**src/rtl/control_unit.sv**
```systemverilog
// Hardwired fetch/decode/execute sequencer producing the datapath's one-hot control strobes.
// Execute-phase strobes come from IR[31:27] in T3 and from a copy of it latched at the end of T3.
module control_unit (
    input  logic        clk,
    input  logic        clear,
    input  logic [31:0] IR,
    output logic        PCout,
    output logic        Zlowout,
    output logic        MDRout,
    output logic        HIout,
    output logic        LOout,
    output logic        InPortOut,
    output logic        MARin,
    output logic        Zin,
    output logic        PCin,
    output logic        MDRin,
    output logic        IRin,
    output logic        Yin,
    output logic        Rin,
    output logic        OutPort,
    output logic        Gra,
    output logic        Grb,
    output logic        Grc,
    output logic        Rout,
    output logic        IncPC,
    output logic        Read,
    output logic        ADD,
    output logic        SUB,
    output logic        AND,
    output logic        OR,
    output logic        SHR,
    output logic        SHL,
    output logic        ROR,
    output logic        ROL,
    output logic        NEG,
    output logic        NOT,
    output logic        run,
    output logic        illegal,
    output logic [31:0] instr_count
);

    typedef enum logic [2:0] {
        ST_RST  = 3'd0,
        ST_T0   = 3'd1,
        ST_T1   = 3'd2,
        ST_T2   = 3'd3,
        ST_T3   = 3'd4,
        ST_T4   = 3'd5,
        ST_T5   = 3'd6,
        ST_HALT = 3'd7
    } state_t;

    typedef enum logic [3:0] {
        C_ALU2 = 4'd0,
        C_ALU1 = 4'd1,
        C_IN   = 4'd2,
        C_OUT  = 4'd3,
        C_MFHI = 4'd4,
        C_MFLO = 4'd5,
        C_NOP  = 4'd6,
        C_HALT = 4'd7,
        C_ILL  = 4'd8
    } class_t;

    function automatic class_t op_class(input logic [4:0] op);
        class_t c;
        case (op)
            5'b00011, 5'b00100, 5'b00101, 5'b00110,
            5'b00111, 5'b01000, 5'b01001, 5'b01010: c = C_ALU2;
            5'b10000, 5'b10001:                     c = C_ALU1;
            5'b10110:                               c = C_IN;
            5'b10111:                               c = C_OUT;
            5'b11000:                               c = C_MFHI;
            5'b11001:                               c = C_MFLO;
            5'b11010:                               c = C_NOP;
            5'b11011:                               c = C_HALT;
            default:                                c = C_ILL;
        endcase
        return c;
    endfunction

    // Bit order: {NOT, NEG, ROL, ROR, SHL, SHR, OR, AND, SUB, ADD}
    function automatic logic [9:0] alu_decode(input logic [4:0] op);
        logic [9:0] sel;
        case (op)
            5'b00011: sel = 10'b00_0000_0001;
            5'b00100: sel = 10'b00_0000_0010;
            5'b01001: sel = 10'b00_0000_0100;
            5'b01010: sel = 10'b00_0000_1000;
            5'b00101: sel = 10'b00_0001_0000;
            5'b00110: sel = 10'b00_0010_0000;
            5'b00111: sel = 10'b00_0100_0000;
            5'b01000: sel = 10'b00_1000_0000;
            5'b10000: sel = 10'b01_0000_0000;
            5'b10001: sel = 10'b10_0000_0000;
            default:  sel = 10'b00_0000_0000;
        endcase
        return sel;
    endfunction

    state_t      state_r;
    state_t      next_s;
    logic [4:0]  op_r;
    logic [4:0]  op_s;
    class_t      cls_s;
    logic [9:0]  alu_s;
    logic        done_s;
    logic [31:0] count_r;
    logic        unused_ir_s;

    assign unused_ir_s = ^IR[26:0];
    assign instr_count = count_r;
    assign cls_s       = op_class(op_s);

    // IR is only valid from T3 on, so T3 decodes it live and later states use the latched copy
    always_comb begin
        if (state_r == ST_T3) begin
            op_s = IR[31:27];
        end else begin
            op_s = op_r;
        end
    end

    // State register
    always_ff @(posedge clk or posedge clear) begin
        if (clear) begin
            state_r <= ST_RST;
        end else begin
            state_r <= next_s;
        end
    end

    // Opcode capture on the edge that ends T3
    always_ff @(posedge clk or posedge clear) begin
        if (clear) begin
            op_r <= 5'b00000;
        end else if (state_r == ST_T3) begin
            op_r <= IR[31:27];
        end else begin
            op_r <= op_r;
        end
    end

    // An instruction completes when an execute state hands back to T0 or into HALT
    always_comb begin
        if ((state_r == ST_T3 || state_r == ST_T4 || state_r == ST_T5) &&
            (next_s == ST_T0 || next_s == ST_HALT)) begin
            done_s = 1'b1;
        end else begin
            done_s = 1'b0;
        end
    end

    // Completed-instruction counter, wraps naturally at 32 bits
    always_ff @(posedge clk or posedge clear) begin
        if (clear) begin
            count_r <= 32'd0;
        end else if (done_s) begin
            count_r <= count_r + 32'd1;
        end else begin
            count_r <= count_r;
        end
    end

    // Next-state and Moore strobe decode
    always_comb begin
        next_s    = state_r;
        PCout     = 1'b0;
        Zlowout   = 1'b0;
        MDRout    = 1'b0;
        HIout     = 1'b0;
        LOout     = 1'b0;
        InPortOut = 1'b0;
        MARin     = 1'b0;
        Zin       = 1'b0;
        PCin      = 1'b0;
        MDRin     = 1'b0;
        IRin      = 1'b0;
        Yin       = 1'b0;
        Rin       = 1'b0;
        OutPort   = 1'b0;
        Gra       = 1'b0;
        Grb       = 1'b0;
        Grc       = 1'b0;
        Rout      = 1'b0;
        IncPC     = 1'b0;
        Read      = 1'b0;
        run       = 1'b0;
        illegal   = 1'b0;
        alu_s     = 10'd0;
        case (state_r)
            ST_RST: begin
                next_s = ST_T0;
            end
            ST_T0: begin
                run    = 1'b1;
                PCout  = 1'b1;
                MARin  = 1'b1;
                IncPC  = 1'b1;
                Zin    = 1'b1;
                next_s = ST_T1;
            end
            ST_T1: begin
                run     = 1'b1;
                Zlowout = 1'b1;
                PCin    = 1'b1;
                Read    = 1'b1;
                MDRin   = 1'b1;
                next_s  = ST_T2;
            end
            ST_T2: begin
                run    = 1'b1;
                MDRout = 1'b1;
                IRin   = 1'b1;
                next_s = ST_T3;
            end
            ST_T3: begin
                run = 1'b1;
                case (cls_s)
                    C_ALU2: begin
                        Grb    = 1'b1;
                        Rout   = 1'b1;
                        Yin    = 1'b1;
                        next_s = ST_T4;
                    end
                    C_ALU1: begin
                        Grb    = 1'b1;
                        Rout   = 1'b1;
                        alu_s  = alu_decode(op_s);
                        Zin    = 1'b1;
                        next_s = ST_T4;
                    end
                    C_IN: begin
                        InPortOut = 1'b1;
                        Gra       = 1'b1;
                        Rin       = 1'b1;
                        next_s    = ST_T0;
                    end
                    C_OUT: begin
                        Gra     = 1'b1;
                        Rout    = 1'b1;
                        OutPort = 1'b1;
                        next_s  = ST_T0;
                    end
                    C_MFHI: begin
                        HIout  = 1'b1;
                        Gra    = 1'b1;
                        Rin    = 1'b1;
                        next_s = ST_T0;
                    end
                    C_MFLO: begin
                        LOout  = 1'b1;
                        Gra    = 1'b1;
                        Rin    = 1'b1;
                        next_s = ST_T0;
                    end
                    C_NOP: begin
                        next_s = ST_T0;
                    end
                    C_HALT: begin
                        next_s = ST_HALT;
                    end
                    default: begin
                        illegal = 1'b1;
                        next_s  = ST_T0;
                    end
                endcase
            end
            ST_T4: begin
                run = 1'b1;
                case (cls_s)
                    C_ALU2: begin
                        Grc    = 1'b1;
                        Rout   = 1'b1;
                        alu_s  = alu_decode(op_s);
                        Zin    = 1'b1;
                        next_s = ST_T5;
                    end
                    C_ALU1: begin
                        Zlowout = 1'b1;
                        Gra     = 1'b1;
                        Rin     = 1'b1;
                        next_s  = ST_T0;
                    end
                    default: begin
                        next_s = ST_T0;
                    end
                endcase
            end
            ST_T5: begin
                run     = 1'b1;
                Zlowout = 1'b1;
                Gra     = 1'b1;
                Rin     = 1'b1;
                next_s  = ST_T0;
            end
            ST_HALT: begin
                next_s = ST_HALT;
            end
            default: begin
                next_s = ST_RST;
            end
        endcase
        {NOT, NEG, ROL, ROR, SHL, SHR, OR, AND, SUB, ADD} = alu_s;
    end

endmodule

```
**config.mk**
```make
export PLATFORM = sky130hd
export DESIGN_NAME = control_unit
export DESIGN_NICKNAME = d
export VERILOG_FILES = /design/src/rtl/control_unit.sv
export SDC_FILE = /design/constraint.sdc
export NUM_CORES = 1
export LEC_CHECK = 0
export ABC_AREA = 1
export CORE_ASPECT_RATIO = 1.4
export CORE_MARGIN = 2
export CORE_UTILIZATION = 45
export CTS_CLUSTER_DIAMETER = 60
export CTS_CLUSTER_SIZE = 8
export DETAILED_ROUTE_END_ITERATION = 7
export GPL_ROUTABILITY_DRIVEN = 1
export PLACE_DENSITY = 0.78
export SYNTH_ARGS = -nofsm -noshare
export SYNTH_HDL_FRONTEND = slang
export SYNTH_SLANG_ARGS = --single-unit
export TNS_END_PERCENT = 10
```
**constraint.sdc**
```tcl
create_clock -name clk -period 4.8 [get_ports clk]
set_clock_uncertainty 0.15 [all_clocks]
set_input_delay 0.48 -clock clk [delete_from_list [all_inputs] [get_ports clk]]
set_output_delay 0.48 -clock clk [all_outputs]
set_load 0.1 [all_outputs]
```
==> results of run 1 <==
==> layer usage <==
metal	vias to the layer above	share of wire (%)	global-route usage, %
met5	-	0	0
met1	1448	42	25.7
met3	20	4.9	3.58
met4	0	2.8	9.79
li1	1564	-	-
met2	88	50	38.0
==> critical path: stages, from the launching register on <==
cell and delay (ns):
sky130_fd_sc_hd__dfrtp_1 0.74, sky130_fd_sc_hd__nand2_4 0.22, sky130_fd_sc_hd__nand2_1 0.12, sky130_fd_sc_hd__nand2_2 0.10, sky130_fd_sc_hd__inv_1 0.08, sky130_fd_sc_hd__ha_1 0.22, sky130_fd_sc_hd__nand3_1 0.08, sky130_fd_sc_hd__nand2_1 0.06
sky130_fd_sc_hd__nand2_1 0.05, sky130_fd_sc_hd__nand2_1 0.08, sky130_fd_sc_hd__nand2_2 0.09, sky130_fd_sc_hd__nand2_1 0.10, sky130_fd_sc_hd__nor2_1 0.11, sky130_fd_sc_hd__nand2_1 0.11, sky130_fd_sc_hd__nand2_2 0.15, sky130_fd_sc_hd__nand2_1 0.10
sky130_fd_sc_hd__nor3_2 0.12, sky130_fd_sc_hd__buf_4 0.31
==> power groups by stage <==
stage          combinational (mW)  clock [mW]  sequential [mW]
4_1_cts                    0.0134       0.240            0.337
3_3_place_gp               0.0132           0            0.343
6_report                   0.0128       0.235            0.337
3_5_place_dp               0.0133           0            0.343
5_1_grt                    0.0145       0.254            0.337
2_1_floorplan             0.00547           0            0.343
==> kinds of logic (layout without fill, tap and decap cells) <==
group | count (synthesis) | count (layout) | synth area share (%)
buf+inv | 83 | 142 | 13.1
fa+ha+maj | 2 | 2 | 0.825
simple gates | 301 | 301 | 49.1
compound gates | 6 | 6 | 1.11
xor+xnor | 10 | 10 | 2.89
flops | 40 | 40 | 33.0
==> state kept, by name (all words and copies together), names as in the netlist <==
register / count
instr_count: 32
op_r: 5
state_r: 3
==> layout make-up <==
type                    count  share of cell area, %
clock buffers               8                   2.42
inverters                  63                   6.36
multi-input cells         319                   44.2
flip-flops and latches     40                   26.9
well taps                  74                   2.49
repair buffers             71                   17.6
==> metrics by stage <==
step | utilization [%] | power [mW] | instance area [um^2]
after CTS | 56.6 | 0.590 | 3720
final | 56.6 | 0.585 | 3720
after detailed placement | 55.2 | 0.357 | 3630
after floorplan | - | 0.349 | 3040
after global routing | 56.6 | 0.605 | 3720
after global placement | 55.2 | 0.357 | 3630
==> placed cells by master, fill, tap and decap left out, types with 3 or more instances in the layout <==
master | synthesis | routed
sky130_fd_sc_hd__buf_4 | 10 | 22
sky130_fd_sc_hd__clkbuf_8 | 0 | 6
sky130_fd_sc_hd__clkdlybuf4s50_1 | 0 | 49
sky130_fd_sc_hd__dfrtp_1 | 40 | 40
sky130_fd_sc_hd__inv_1 | 60 | 60
sky130_fd_sc_hd__inv_2 | 3 | 3
sky130_fd_sc_hd__nand2_1 | 122 | 122
sky130_fd_sc_hd__nand2_2 | 13 | 13
sky130_fd_sc_hd__nand3_1 | 40 | 40
sky130_fd_sc_hd__nand3b_1 | 5 | 5
sky130_fd_sc_hd__nand4_1 | 45 | 45
sky130_fd_sc_hd__nor2_1 | 39 | 39
sky130_fd_sc_hd__nor3_1 | 10 | 10
sky130_fd_sc_hd__nor4_1 | 11 | 10
sky130_fd_sc_hd__o21ai_0 | 3 | 3
sky130_fd_sc_hd__xnor2_1 | 3 | 3
sky130_fd_sc_hd__xor2_1 | 7 | 7
==> how the worst max path moves through the flow <==
stage                     endpoint  slack (ns)        from
final                          ROR        1.01  state_r[2]
after global routing           NEG        0.75  state_r[2]
after CTS                      ROR        1.01  state_r[2]
after detailed placement       ROR        1.24      IR[29]
after global placement         NEG        1.27      IR[29]
after floorplan                Gra        0.14  state_r[0]
==> reports/summary.json, run 1 <==
{
  "post_synth_inst_count": 442,
  "final_nets": 536,
  "synth_common_cells": "sky130_fd_sc_hd__nand2_1 (122), sky130_fd_sc_hd__inv_1 (60), sky130_fd_sc_hd__nand4_1 (45)",
  "boundaryPins": 98,
  "p_leak_nw": 1.80,
  "synthDistinctLibCells": 33,
  "hold_path.startpoint": "instr_count[17]",
  "grt_overflow": 0,
  "synth_edf_count": 0,
  "maximum_capacitance_violations": 0,
  "largest_net_degree_at_the_start_of_global_routing": 55,
  "synth_nets": 478,
  "floorplan.core_area_um2": 6570,
  "seq_area_frac_synth_pct": 33.0,
  "floorplan.initialDensity_pct": 46.2,
  "ys.flop_type": "sky130_fd_sc_hd__dfrtp_1",
  "startpoint_type": "register",
  "overall_routed_net_length_um": 7650,
  "via_per_inst": 5.43,
  "grt_first_pass_wirelength_um": 12900,
  "rsz_0062_raised_after_global_routing": "false",
  "cp_data_arrival_time_ns": 3.16,
  "post_cts_buffers": 0,
  "synth_largest_area_cell": "sky130_fd_sc_hd__dfrtp_1",
  "die_w_um": 73.4,
  "share_of_cells_above_drive_strength_1_pct": 11.8,
  "min_to": "instr_count[17]",
  "r2r_endpoint": "instr_count[18]",
  "reg2reg_from": "state_r[2]",
  "power.share.combinational_pct": 2.2,
  "result_of_the_run": "complete, no violations",
  "route.antenna.remaining_nets": 0,
  "timing.final.crit_share_pct": 78.9,
  "cts-buffers-inserted": 5,
  "power_per_cell_area_nw_per_um2": 157,
  "post_synth_main_area_contributors": "sky130_fd_sc_hd__dfrtp_1 (33%), sky130_fd_sc_hd__nand2_1 (15%), sky130_fd_sc_hd__nand4_1 (9.3%)",
  "placement_rows": 35,
  "vdd_drop_max_mv": 0.131,
  "place.detailed.hpwl_um": 5630,
  "cts_htree_levels": 2,
  "cts_hold_buffers": 0,
  "route.detailed.wl_per_inst_um": 13.3,
  "timing.fmax_ghz": 0.264,
  "synth.most_common_cell": "sky130_fd_sc_hd__nand2_1",
  "place.port_buffers": 70,
  "seq_power_share_pct": 57.6,
  "dp_slack_ns": 1.24,
  "track_usage_pct": 21.7,
  "seq_area_um2": 1000,
  "n_fill_cell": 651,
  "totalNegativeSetupSlack_ns": 0,
  "avgSynthCellArea_um2": 6.86,
  "worst_slack_ns": 1.01,
  "die-area_um2": 7420,
  "tightestPinTransition_ns": 0.997,
  "areaGrowthSynthToFinish_pct": 22.5,
  "multiInputGateArea_um2": 1640,
  "insertion_delay_ns": 0.30,
  "firstDrtPassIters": 4,
  "asyncSetResetFlopFracSynth_pct": 100,
  "tritoncts": "yes",
  "p_int_mw": 0.459,
  "hold_depth": 2,
  "yosysWarningCount": 0,
  "layout.cells.non_filler": 575,
  "gp_routability_congestion": 0.977,
  "required_ns": 4.17,
  "timing.setup.critical_path_class": "register to output pin",
  "antenna_found_initial": 0,
  "clock_power_share_pct": 40.2,
  "drc": 0,
  "whs_ns": 0.374,
  "end_kind": "output pin",
  "maxSlewViolCount": 0,
  "worst-path-max-fanout": 18,
  "cts_sinks": 40,
  "ys_ff_latch": 40,
  "root_buffer": "sky130_fd_sc_hd__clkbuf_8",
  "max-clock-path-buffers": 2,
  "die-height_um": 101,
  "grt_pass1_vias": 2893,
  "detailroute.via_count": 3120,
  "finalSetupViolations": 0,
  "syn_area_um2": 3030,
  "final-hold-violation-count": 0,
  "switching_share_pct": 21.4,
  "timing.reg2reg.setup_slack_ns": 1.55,
  "place.detailed.instances": 567,
  "drt-initial-drc-count": 100,
  "diode_count": 0,
  "min-delay-path-class": "register to register",
  "slew_hr_pct": 33.4,
  "cts_clk_pin_slew_worst_paths_ns": 0.07,
  "cts-resized-gates": 0,
  "r2r.worst_path.cells": 16,
  "netSwitchingPower_mw": 0.125,
  "yosysTopAreaCellShare_pct": 33.0,
  "min_clock_period_post_route_ns": 3.79
}
(Power assumes the default switching activity.)
==> inputs of run 2 (changes only) <==
Settings changed: CORE_UTILIZATION 45 to 42, PLACE_DENSITY 0.78 to 0.77.
Clock period 4.8 ns to 3.4 ns, I/O delays scaled along.
==> run 2 against run 1 <==
Hold slack worse by 0.055 ns; design area increased by 16%; flip-flop and latch count stayed put; count of clock-buffer cells in the layout is the same; non-clock buffer count increased by 17; clock power up 41%; critical path depth did not move; via count grew 3.7%; setup slack got worse by 0.92 ns.
==> reports/summary.json, run 2 (synthesized netlist as in run 1, its figures left out) <==
{
  "whs": {"value": 0.319, "unit": "ns", "change": "-0.0547 ns"},
  "finalSetupViolations": {"value": 0, "change": "unchanged"},
  "grt_overflow": {"value": 0, "change": "unchanged"},
  "share_of_cells_above_drive_strength_1": {"value": 22.8, "unit": "%", "change": "+11 points"},
  "result_of_the_run": "complete, no violations",
  "totalNegativeSetupSlack": {"value": 0, "unit": "ns", "change": "unchanged"},
  "grt_first_pass_wirelength": {"value": 13600, "unit": "um", "change": "+5.8%"},
  "power_per_cell_area": {"value": 191, "unit": "nW/um^2", "change": "+22%"},
  "r2r.worst_path.cells": {"value": 18, "change": "+2"},
  "dp_slack": {"value": 0.142, "unit": "ns", "change": "-1.10 ns"},
  "post-route-util": {"value": 61.8, "unit": "%", "change": "+5.2 points"},
  "min-delay-path-class": "primary input to asynchronous set/reset pin",
  "route.antenna.remaining_nets": {"value": 0, "change": "unchanged"},
  "route.detailed.wl_per_inst": {"value": 13.7, "unit": "um", "change": "+2.7%"},
  "place.detailed.instances": {"value": 595, "change": "+4.9%"},
  "min_clock_period_post_route_ns": 3.30,
  "areaGrowthSynthToFinish_pct": 42.2,
  "max-clock-path-buffers": {"value": 2, "change": "unchanged"},
  "die-area": {"value": 7930, "unit": "um^2", "change": "+6.8%"},
  "tightestPinTransition": {"value": 0.997, "unit": "ns", "change": "+0.000154 ns"},
  "path_buf_inv": {"value": 2, "change": "unchanged"},
  "place.detailed.hpwl": {"value": 6230, "unit": "um", "change": "+11%"},
  "grt_pass1_vias": {"value": 3071, "change": "+6.2%"},
  "required": {"value": 2.91, "unit": "ns", "change": "-1.26 ns"},
  "die_w": {"value": 75.8, "unit": "um", "change": "+3.3%"},
  "detailroute.via_count": {"value": 3235, "change": "+3.7%"},
  "layout.cells.non_filler": {"value": 613, "change": "+6.6%"},
  "cts-buffers-inserted": {"value": 5, "change": "unchanged"},
  "r2r_endpoint": "instr_count[27]",
  "crit_path_max_incr_delay": {"value": 0.44, "unit": "ns", "change": "-0.30 ns"},
  "reg2reg_from": "state_r[1]",
  "postPlaceCellArea": {"value": 4010, "unit": "um^2", "change": "+11%"},
  "insertion_delay": {"value": 0.30, "unit": "ns", "change": "about the same"},
  "place.port_buffers": {"value": 70, "change": "unchanged"},
  "timing.critical_path.max_delay_family": "simple AND/OR/NAND/NOR gates",
  "final-hold-violation-count": {"value": 0, "change": "unchanged"},
  "floorplan.initialDensity": {"value": 43.5, "unit": "%", "change": "-2.7 points"},
  "worst-path-max-fanout": {"value": 5, "change": "-13"},
  "cts_htree_levels": {"value": 2, "change": "unchanged"},
  "critPathMostFrequentCell": "sky130_fd_sc_hd__nand2_4",
  "antenna_found_initial": {"value": 0, "change": "unchanged"},
  "track_usage": {"value": 21.5, "unit": "%", "change": "-0.23 points"},
  "cts_sinks": {"value": 40, "change": "unchanged"},
  "cpMaxStageDelayCell": "sky130_fd_sc_hd__dfrtp_2",
  "timing.final.crit_share_pct": 97.1,
  "path_cells": "nor2_4, buf_6, nand3_1, nand2_1, ha_1, nand3_1, nand2_1, nand2_1, nand2_2, nand2_4, nand2_8, nor2_4, nand2_4, nand2_4, nand2_4, nor3_4, buf_12",
  "largest_net_degree_at_the_start_of_global_routing": {"value": 34, "change": "-38%"},
  "area_of_all_placed_cells_without_fillers": {"value": 4320, "unit": "um^2", "change": "+16%"},
  "timing.reg2reg.setup_slack": {"value": 0.47, "unit": "ns", "change": "-1.08 ns"},
  "startpoint_type": "register",
  "die-height": {"value": 105, "unit": "um", "change": "+3.4%"},
  "timing.fmax_ghz": 0.303,
  "floorplan.core_area": {"value": 6980, "unit": "um^2", "change": "+6.3%"},
  "placement_rows": {"value": 36, "change": "+2.9%"},
  "tritoncts": "yes",
  "gp_routability_congestion": {"value": 0.957, "change": "-2.1%"},
  "end_kind": "output pin",
  "boundaryPins": {"value": 98, "change": "unchanged"},
  "slew_hr": {"value": 33.3, "unit": "%", "change": "about the same"},
  "cp_data_arrival_time": {"value": 2.81, "unit": "ns", "change": "-0.35 ns"},
  "n_fill_cell": {"value": 603, "change": "-7.4%"},
  "vdd_drop_max": {"value": 0.235, "unit": "mV", "change": "+80%"},
  "maxSlewViolCount": {"value": 0, "change": "unchanged"},
  "cts_clk_pin_slew_worst_paths": {"value": 0.08, "unit": "ns", "change": "about the same"},
  "worst_slack": {"value": 0.0987, "unit": "ns", "change": "-0.916 ns"},
  "via_per_inst": {"value": 5.28, "change": "-2.7%"},
  "root_buffer": "sky130_fd_sc_hd__clkbuf_8",
  "cts_hold_buffers": {"value": 0, "change": "unchanged"},
  "drt-initial-drc-count": {"value": 126, "change": "+26%"},
  "final_nets": {"value": 553, "change": "+3.2%"},
  "timing.setup.critical_path_class": "register to output pin",
  "p_leak": {"value": 2.01, "unit": "nW", "change": "+12%"},
  "largest_register_ff_count": {"value": 32, "change": "unchanged"},
  "layout.cells.most_common_list": "sky130_fd_sc_hd__nand2_1 (111), sky130_fd_sc_hd__inv_1 (59), sky130_fd_sc_hd__nand4_1 (45)",
  "most_common_cell_after_layout_fill_and_taps_aside": "sky130_fd_sc_hd__nand2_1",
  "drc": {"value": 0, "change": "unchanged"},
  "overall_routed_net_length": {"value": 8380, "unit": "um", "change": "+9.5%"},
  "firstDrtPassIters": {"value": 4, "change": "unchanged"},
  "design_power_total": {"value": 0.825, "unit": "mW", "change": "+41%"},
  "maximum_capacitance_violations": {"value": 0, "change": "unchanged"},
  "diode_count": {"value": 0, "change": "unchanged"}
}
==> run 2: cell types whose count changed in the layout (fill, tap and decap cells not counted), sizes merged <==
| cell | change |
|---|---|
| buf | +28 |
| clkdlybuf4s50 | -11 |
==> run 2: worst max path at each step <==
stage,end,slack [ns],start,cells past startpoint
finish,ROR,0.1,state_r[1],17
global route,SHR,-0.03,state_r[1],17
CTS,NOT,-0.02,state_r[0],17
detailed placement,ROL,0.14,state_r[1],18
global placement,NEG,0.24,state_r[1],18
floorplan,ADD,-0.97,state_r[2],6
==> run 2: timing repair <==
action	in CTS	in global routing
endpoints found under the setup margin	9	11
resized for setup	6	32
setup buffers	5	5
pin swaps	3	7
endpoints found under the hold margin	0	0
==> run 2: worst register-to-register path, stage by stage, from the launching register on <==
cell	delay [ns]
sky130_fd_sc_hd__dfrtp_2	0.44
sky130_fd_sc_hd__nor2_4	0.23
sky130_fd_sc_hd__nand3b_1	0.13
sky130_fd_sc_hd__nand2_2	0.08
sky130_fd_sc_hd__inv_1	0.04
sky130_fd_sc_hd__ha_1	0.28
sky130_fd_sc_hd__nand3_1	0.07
sky130_fd_sc_hd__nand2_1	0.06
sky130_fd_sc_hd__nand2_1	0.06
sky130_fd_sc_hd__nand2_2	0.09
sky130_fd_sc_hd__nand2_4	0.09
sky130_fd_sc_hd__buf_4	0.15
sky130_fd_sc_hd__nand4_2	0.09
sky130_fd_sc_hd__nand2_2	0.10
sky130_fd_sc_hd__nor2_8	0.31
sky130_fd_sc_hd__buf_4	0.25
sky130_fd_sc_hd__nand3_1	0.09
sky130_fd_sc_hd__nand2_1	0.09
sky130_fd_sc_hd__nand2_1	0.05
==> run 2: per-layer routing <==
metal | track usage (%) | share of wire [%] | vias to the layer above
met1 | 24.8 | 39 | 1522
met5 | 0 | 0 | -
met2 | 37.6 | 54 | 96
met3 | 3.38 | 4.7 | 15
li1 | - | - | 1602
met4 | 9.02 | 2.2 | 0
==> run 2: layout make-up <==
type / instances / area [um^2] / share of cell area (%)
Sequential cell: 40 / 1000 / 23.3
Timing Repair Buffer: 88 / 1050 / 24.4
Inverter: 63 / 239 / 5.54
Tap cell: 95 / 119 / 2.75
Clock buffer: 8 / 90.1 / 2.09
Multi-Input combinational cell: 319 / 1810 / 42.0
==> run 2: where the power goes <==
group	total, mW	internal, mW	switching [mW]	leakage [nW]
combinational	0.0176	0.00733	0.0103	1.44
sequential	0.475	0.475	0	0.527
clock	0.332	0.166	0.166	0.0455
